### src/rtl/sys_ctrl_pkg.sv
// sys_ctrl_pkg: shared constants for the TX-side system controller.
// State encodings, source selects and default widths.
package sys_ctrl_pkg;

   localparam int DATA_W_DEF = 8;
   localparam int ALU_W_DEF  = 16;

   typedef logic [2:0] state_t;

   localparam state_t IDLE    = 3'd0;
   localparam state_t SEND    = 3'd1;
   localparam state_t HOLD    = 3'd2;
   localparam state_t CK_SEND = 3'd3;
   localparam state_t CK_HOLD = 3'd4;

   typedef logic src_t;

   localparam src_t SRC_RF  = 1'b0;
   localparam src_t SRC_ALU = 1'b1;

   function automatic int nbytes(input int aw, input int dw);
      return aw / dw;
   endfunction

endpackage

### src/rtl/sys_ctrl_pend_slot.sv
// sys_ctrl_pend_slot: one-entry capture slot with pending flag.
// A strobe that finds the slot pending is dropped and flagged.
module sys_ctrl_pend_slot
   import sys_ctrl_pkg::*;
#(
   parameter int W = DATA_W_DEF
) (
   input  logic         clk,
   input  logic         rst,
   input  logic [W-1:0] din,
   input  logic         vld,
   input  logic         clr,
   output logic [W-1:0] dout,
   output logic         pend,
   output logic         ovr
);

   logic [W-1:0] data_q, data_d;
   logic         pend_q, pend_d;
   logic         ovr_q, ovr_d;

   // capture into a free slot, release on clr, flag dropped strobes
   always_comb begin
      data_d = data_q;
      pend_d = pend_q;
      ovr_d  = 1'b0;
      if (clr) begin
         pend_d = 1'b0;
      end
      if (vld) begin
         if (pend_q) begin
            ovr_d = 1'b1;
         end else begin
            data_d = din;
            pend_d = 1'b1;
         end
      end
   end

   // slot registers
   always_ff @(posedge clk or posedge rst) begin
      if (rst) begin
         data_q <= '0;
         pend_q <= 1'b0;
         ovr_q  <= 1'b0;
      end else begin
         data_q <= data_d;
         pend_q <= pend_d;
         ovr_q  <= ovr_d;
      end
   end

   assign dout = data_q;
   assign pend = pend_q;
   assign ovr  = ovr_q;

endmodule

### src/rtl/sys_ctrl_tx_fr.sv
// sys_ctrl_tx_fr: frames RF/ALU results into UART TX bytes, LSB first.
// Define SYS_CTRL_TX_CKSUM_EN to append an XOR checksum byte per frame.
module sys_ctrl_tx_fr
   import sys_ctrl_pkg::*;
#(
   parameter int DATA_W = DATA_W_DEF,
   parameter int ALU_W  = ALU_W_DEF
) (
   input  logic              CLK,
   input  logic              RST,
   input  logic [ALU_W-1:0]  ALU_OUT,
   input  logic              OUT_Valid,
   input  logic [DATA_W-1:0] RdData,
   input  logic              RdData_Valid,
   input  logic              Busy,
   output logic [DATA_W-1:0] TX_P_DATA,
   output logic              TX_D_VLD,
   output logic              clk_div_en,
   output logic              FRAME_DONE,
   output logic              OVERRUN
);

   localparam int NBYTES = nbytes(ALU_W, DATA_W);
   localparam int CW     = $clog2(NBYTES + 1);

   state_t             state_q, state_d;
   logic [ALU_W-1:0]   shift_q, shift_d;
   logic [CW-1:0]      cnt_q, cnt_d;
   logic [DATA_W-1:0]  tx_data_q, tx_data_d;
   logic               tx_vld_q, tx_vld_d;
   logic               div_en_q, div_en_d;
   logic               done_q, done_d;
`ifdef SYS_CTRL_TX_CKSUM_EN
   logic [DATA_W-1:0]  csum_q, csum_d;
`endif

   logic [DATA_W-1:0]  rf_data;
   logic [ALU_W-1:0]   alu_data;
   logic               rf_pend, alu_pend;
   logic               rf_ovr, alu_ovr;
   logic               rf_clr, alu_clr;
   logic               start, last;
   src_t               sel;

   sys_ctrl_pend_slot #(.W(DATA_W)) u_rf_slot (
      .clk  (CLK),
      .rst  (RST),
      .din  (RdData),
      .vld  (RdData_Valid),
      .clr  (rf_clr),
      .dout (rf_data),
      .pend (rf_pend),
      .ovr  (rf_ovr)
   );

   sys_ctrl_pend_slot #(.W(ALU_W)) u_alu_slot (
      .clk  (CLK),
      .rst  (RST),
      .din  (ALU_OUT),
      .vld  (OUT_Valid),
      .clr  (alu_clr),
      .dout (alu_data),
      .pend (alu_pend),
      .ovr  (alu_ovr)
   );

   // frame start arbitration: RF wins over ALU
   always_comb begin
      start   = (state_q == IDLE) && (rf_pend || alu_pend) && !Busy;
      sel     = rf_pend ? SRC_RF : SRC_ALU;
      rf_clr  = start && (sel == SRC_RF);
      alu_clr = start && (sel == SRC_ALU);
      last    = (cnt_q == CW'(1));
   end

   // state register
   always_ff @(posedge CLK or posedge RST) begin
      if (RST) begin
         state_q <= IDLE;
      end else begin
         state_q <= state_d;
      end
   end

   // next-state logic
   always_comb begin
      state_d = state_q;
      case (state_q)
         IDLE: begin
            if (start) state_d = SEND;
         end
         SEND: begin
            if (Busy) state_d = HOLD;
         end
         HOLD: begin
            if (!Busy) begin
               if (!last) begin
                  state_d = SEND;
               end else begin
`ifdef SYS_CTRL_TX_CKSUM_EN
                  state_d = CK_SEND;
`else
                  state_d = IDLE;
`endif
               end
            end
         end
`ifdef SYS_CTRL_TX_CKSUM_EN
         CK_SEND: begin
            if (Busy) state_d = CK_HOLD;
         end
         CK_HOLD: begin
            if (!Busy) state_d = IDLE;
         end
`endif
         default: state_d = IDLE;
      endcase
   end

   // shift register, byte counter and checksum updates
   always_comb begin
      shift_d = shift_q;
      cnt_d   = cnt_q;
`ifdef SYS_CTRL_TX_CKSUM_EN
      csum_d  = csum_q;
      if (state_q == SEND && Busy) begin
         csum_d = csum_q ^ shift_q[DATA_W-1:0];
      end
`endif
      if (start) begin
         if (sel == SRC_RF) begin
            shift_d               = '0;
            shift_d[DATA_W-1:0]   = rf_data;
            cnt_d                 = CW'(1);
         end else begin
            shift_d = alu_data;
            cnt_d   = CW'(NBYTES);
         end
`ifdef SYS_CTRL_TX_CKSUM_EN
         csum_d = '0;
`endif
      end else if (state_q == HOLD && !Busy && !last) begin
         shift_d = shift_q >> DATA_W;
         cnt_d   = cnt_q - CW'(1);
      end
   end

   // registered outputs decoded from the current state
   always_comb begin
      tx_data_d = tx_data_q;
      tx_vld_d  = 1'b0;
      div_en_d  = 1'b0;
      done_d    = 1'b0;
      case (state_q)
         IDLE: begin
         end
         SEND: begin
            tx_vld_d  = 1'b1;
            div_en_d  = 1'b1;
            tx_data_d = shift_q[DATA_W-1:0];
         end
         HOLD: begin
            div_en_d = 1'b1;
`ifndef SYS_CTRL_TX_CKSUM_EN
            done_d   = !Busy && last;
`endif
         end
`ifdef SYS_CTRL_TX_CKSUM_EN
         CK_SEND: begin
            tx_vld_d  = 1'b1;
            div_en_d  = 1'b1;
            tx_data_d = csum_q;
         end
         CK_HOLD: begin
            div_en_d = 1'b1;
            done_d   = !Busy;
         end
`endif
         default: begin
            tx_data_d = '0;
         end
      endcase
   end

   // datapath and output registers
   always_ff @(posedge CLK or posedge RST) begin
      if (RST) begin
         shift_q   <= '0;
         cnt_q     <= '0;
         tx_data_q <= '0;
         tx_vld_q  <= 1'b0;
         div_en_q  <= 1'b0;
         done_q    <= 1'b0;
`ifdef SYS_CTRL_TX_CKSUM_EN
         csum_q    <= '0;
`endif
      end else begin
         shift_q   <= shift_d;
         cnt_q     <= cnt_d;
         tx_data_q <= tx_data_d;
         tx_vld_q  <= tx_vld_d;
         div_en_q  <= div_en_d;
         done_q    <= done_d;
`ifdef SYS_CTRL_TX_CKSUM_EN
         csum_q    <= csum_d;
`endif
      end
   end

   assign TX_P_DATA  = tx_data_q;
   assign TX_D_VLD   = tx_vld_q;
   assign clk_div_en = div_en_q;
   assign FRAME_DONE = done_q;
   assign OVERRUN    = rf_ovr | alu_ovr;

endmodule

### config.mk
export PLATFORM = sky130hd
export DESIGN_NAME = sys_ctrl_tx_fr
export DESIGN_NICKNAME = d
export VERILOG_FILES = /design/src/rtl/sys_ctrl_pkg.sv /design/src/rtl/sys_ctrl_pend_slot.sv /design/src/rtl/sys_ctrl_tx_fr.sv
export SDC_FILE = /design/constraint.sdc
export NUM_CORES = 1
export LEC_CHECK = 0
export ABC_AREA = 1
export BUFFER_PORTS_ARGS = -buffer_cell sky130_fd_sc_hd__buf_2
export CORE_MARGIN = 2
export CORE_UTILIZATION = 60
export DETAILED_ROUTE_END_ITERATION = 16
export HOLD_SLACK_MARGIN = 0.12
export PLACE_DENSITY = 0.84
export SLEW_MARGIN = 20
export SYNTH_ARGS = -nofsm -noshare
export SYNTH_HDL_FRONTEND = slang
export SYNTH_SLANG_ARGS = --single-unit
### constraint.sdc
create_clock -name CLK -period 4.7 [get_ports CLK]
set_input_delay 0.705 -clock CLK [delete_from_list [all_inputs] [get_ports CLK]]
set_output_delay 0.705 -clock CLK [all_outputs]
set_load 0.02 [all_outputs]
==> results.sh <==
export IMPL_status="complete, no violations"
export IMPL_start_kind="register"
export IMPL_clock_skew_ps=7.87
export IMPL_p_leak_nw=1.69
export IMPL_synth_top_area_cell="dfrtp_1"
export IMPL_regArea_um2=1480
export IMPL_syn_inst=307
export IMPL_die_h_um=70.4
export IMPL_routedWlPerCell_um=11.9
export IMPL_clk_path_buf_depth=2
export IMPL_fillCellCount=331
export IMPL_drc=0
export IMPL_drive_gt1_frac=0.202
export IMPL_report_final_slew_viol_count=0
export IMPL_wirelength_um=4790
export IMPL_rr_startpoint="state_q[1]$_DFFE_PP0P_"
export IMPL_cp_end_kind="register"
export IMPL_finalCritPeriodShare=0.408
export IMPL_grt_pass1_vias=2075
export IMPL_h_tree_depth=3
export IMPL_slew_headroom=0.535
export IMPL_worstPathCellList="inv_1 > ha_1 > inv_1 > nor2_4 > nand2_4 > nand2_4 > inv_2 > nand2_1 > nand2_1"
export IMPL_place_inst=388
export IMPL_num_rows=24
export IMPL_ys_types=25
export IMPL_die_x_um=70.4
export IMPL_dieArea_um2=4950
export IMPL_path_class="reg -> reg"
export IMPL_critPathSlowestCell="dfrtp_1"
export IMPL_hold_violations=0
export IMPL_startpoint="state_q[1]$_DFFE_PP0P_"
export IMPL_slowest_delay_ps=420
export IMPL_synth_warnings=0
export IMPL_syn2layout_area_growth_pct=15.1
export IMPL_hold_path_class="reg -> reg"
export IMPL_cts_tree="done"
export IMPL_overflow=0
export IMPL_peakVddDrop_uv=426
export IMPL_place_gp_congestion=0.796
export IMPL_worst_pin_slew_ps=698
export IMPL_cts_setup_buffers=0
export IMPL_clk_pin_slew_worst_paths_ps=60
export IMPL_yosys_register_bits=59
export IMPL_rsz0062_at_grt="no"
export IMPL_cts_hold_buf=0
export IMPL_min_from="u_alu_slot.dout[1]$_DFFE_PP0P_"
export IMPL_insertion_delay_ps=330
export IMPL_core_area_um2=4290
export IMPL_vias_per_cell=5.11
export IMPL_holdPathStages=2
export IMPL_vias=2066
export IMPL_worstPathRequired_ps=4930
export IMPL_fmax_mhz=522
export IMPL_track_usage=0.229
export IMPL_hpwl_um=3380
export IMPL_num_antenna_cells=0
export IMPL_syn_area_um2=2640
export IMPL_multiInputGateArea_um2=980
export IMPL_grt_max_degree=60
export IMPL_fin_cells=404
export IMPL_port_buffers=40
export IMPL_cts_resized=0
export IMPL_antenna_found_initial=0
export IMPL_nets=382
export IMPL_cp_max_fo=18
export IMPL_setup_viol=0
export IMPL_drtIter0Drc=118
export IMPL_synth_top_area_frac=0.559
export IMPL_avgSynthCellArea_um2=8.60
export IMPL_r2r_cells=9
export IMPL_synthTopCellsByArea="dfrtp_1 56%, nand2_1 15%, nand3_1 7.0%"
export IMPL_yosysSeqAreaShare=0.559
export IMPL_numCtsBuffers=9
export IMPL_detail_route_antenna_nets=0
export IMPL_maxCapViolations=0
export IMPL_grt_pass1_wl_um=8740
export IMPL_setup_tns_ps=0
export IMPL_cp_arrival_ps=2140
export IMPL_power_density_nw_per_um2=658
export IMPL_min_period_ps=1920
export IMPL_start_util=0.615
export IMPL_firstDrtPassIters=4
export IMPL_synth_nets=342
export IMPL_clock_sinks=59
export IMPL_ioPinCount=41
export IMPL_cts_root_buf="clkbuf_8"
[placed cells by master, fill, tap and decap left out, types with 6 or more instances in the layout]
master,synthesis,routed
nor2_1,9,9
buf_2,7,40
clkbuf_8,0,10
dfrtp_1,59,59
ha_1,6,6
a21oi_1,9,9
o21ai_0,25,25
nand2_1,104,104
inv_1,28,27
nand3_1,37,37
[path summary, 6_finish.rpt]
check / end / slack [ps]
setup reg to reg: shift_q[2]$_DFFE_PP0P_ / 2780
min in group asynchronous: u_rf_slot.dout[7]$_DFFE_PP0P_ / 560
max in group asynchronous: u_alu_slot.dout[10]$_DFFE_PP0P_ / 3680
hold reg to reg: u_alu_slot.dout[1]$_DFFE_PP0P_ / 470
setup / recovery: shift_q[2]$_DFFE_PP0P_ / 2780
hold / removal: u_alu_slot.dout[1]$_DFFE_PP0P_ / 470
[worst max-delay path: cells and delay by family (launching register included)]
kind	cells	cell delay (ps)
adders and majority gates	1	400
buffers and inverters	3	400
DFF	1	420
and+or+nand+nor	5	590
[layer usage]
layer	global-route usage	part of all wire	up-vias
li1	-	-	1050
met5	0	0	-
met4	0.139	0.032	0
met3	0.0519	0.048	13
met2	0.374	0.48	62
met1	0.273	0.44	941
[report_power, final]
part           switching [mW]  internal, mW
clock network           0.185         0.256
registers               0.126         0.728
logic                   0.472         0.233
total                   0.783          1.22
[synth_stat cells]
cell type and number:
buf_6 1, nand3_1 37, buf_2 7, nor2_2 1
nor3_1 1, o21ai_0 25, a21oi_1 9, o21ai_2 1
nand3b_1 1, ha_1 6, nor2_4 3, buf_4 2
dfrtp_1 59, inv_2 3, nand2_1 104, clkbuf_1 1
nand2_2 2, inv_1 28, o21bai_1 1, or2_2 1
o21ai_1 1, nand3_2 1, nor2_1 9, nand2_4 2
buf_1 1
[state kept, by name, summed over array words and instances (netlist names), 2 cells and up]
| register | count |
|---|---|
| TX_P_DATA | 8 |
| cnt_q | 2 |
| shift_q | 16 |
| state_q | 2 |
| u_alu_slot.dout | 16 |
| u_rf_slot.dout | 8 |
[metrics by stage]
stage                     hold slack (ps)  total power [mW]  cell area [um^2]  setup WS (ps)   util
after floorplan                       437              1.40              2640           2540      -
after global placement                452              1.53              2850           2930  0.663
after detailed placement              465              1.56              2850           2790  0.663
after CTS                             480              2.01              3040           2770  0.708
after global routing                  512              2.17              3040           2550  0.708
final                                 474              2.00              3040           2780  0.708
[cell families (layout without fill, tap and decap cells)]
logic type / count (synthesis) / after routing / share of synthesized area
fa+ha+maj: 6 / 6 / 0.0284
simple gates: 162 / 162 / 0.270
buf+inv: 43 / 88 / 0.0701
compound gates: 37 / 37 / 0.0725
flops: 59 / 59 / 0.559
[layout make-up]
type | instances | area share
Clock inverter | 5 | 0.0173
Clock buffer | 11 | 0.0465
Sequential cell | 59 | 0.486
Tap cell | 52 | 0.0214
Timing Repair Buffer | 41 | 0.0683
Inverter | 31 | 0.0383
Multi-Input combinational cell | 205 | 0.322
No activity file was read; power rests on OpenSTA's default activity.
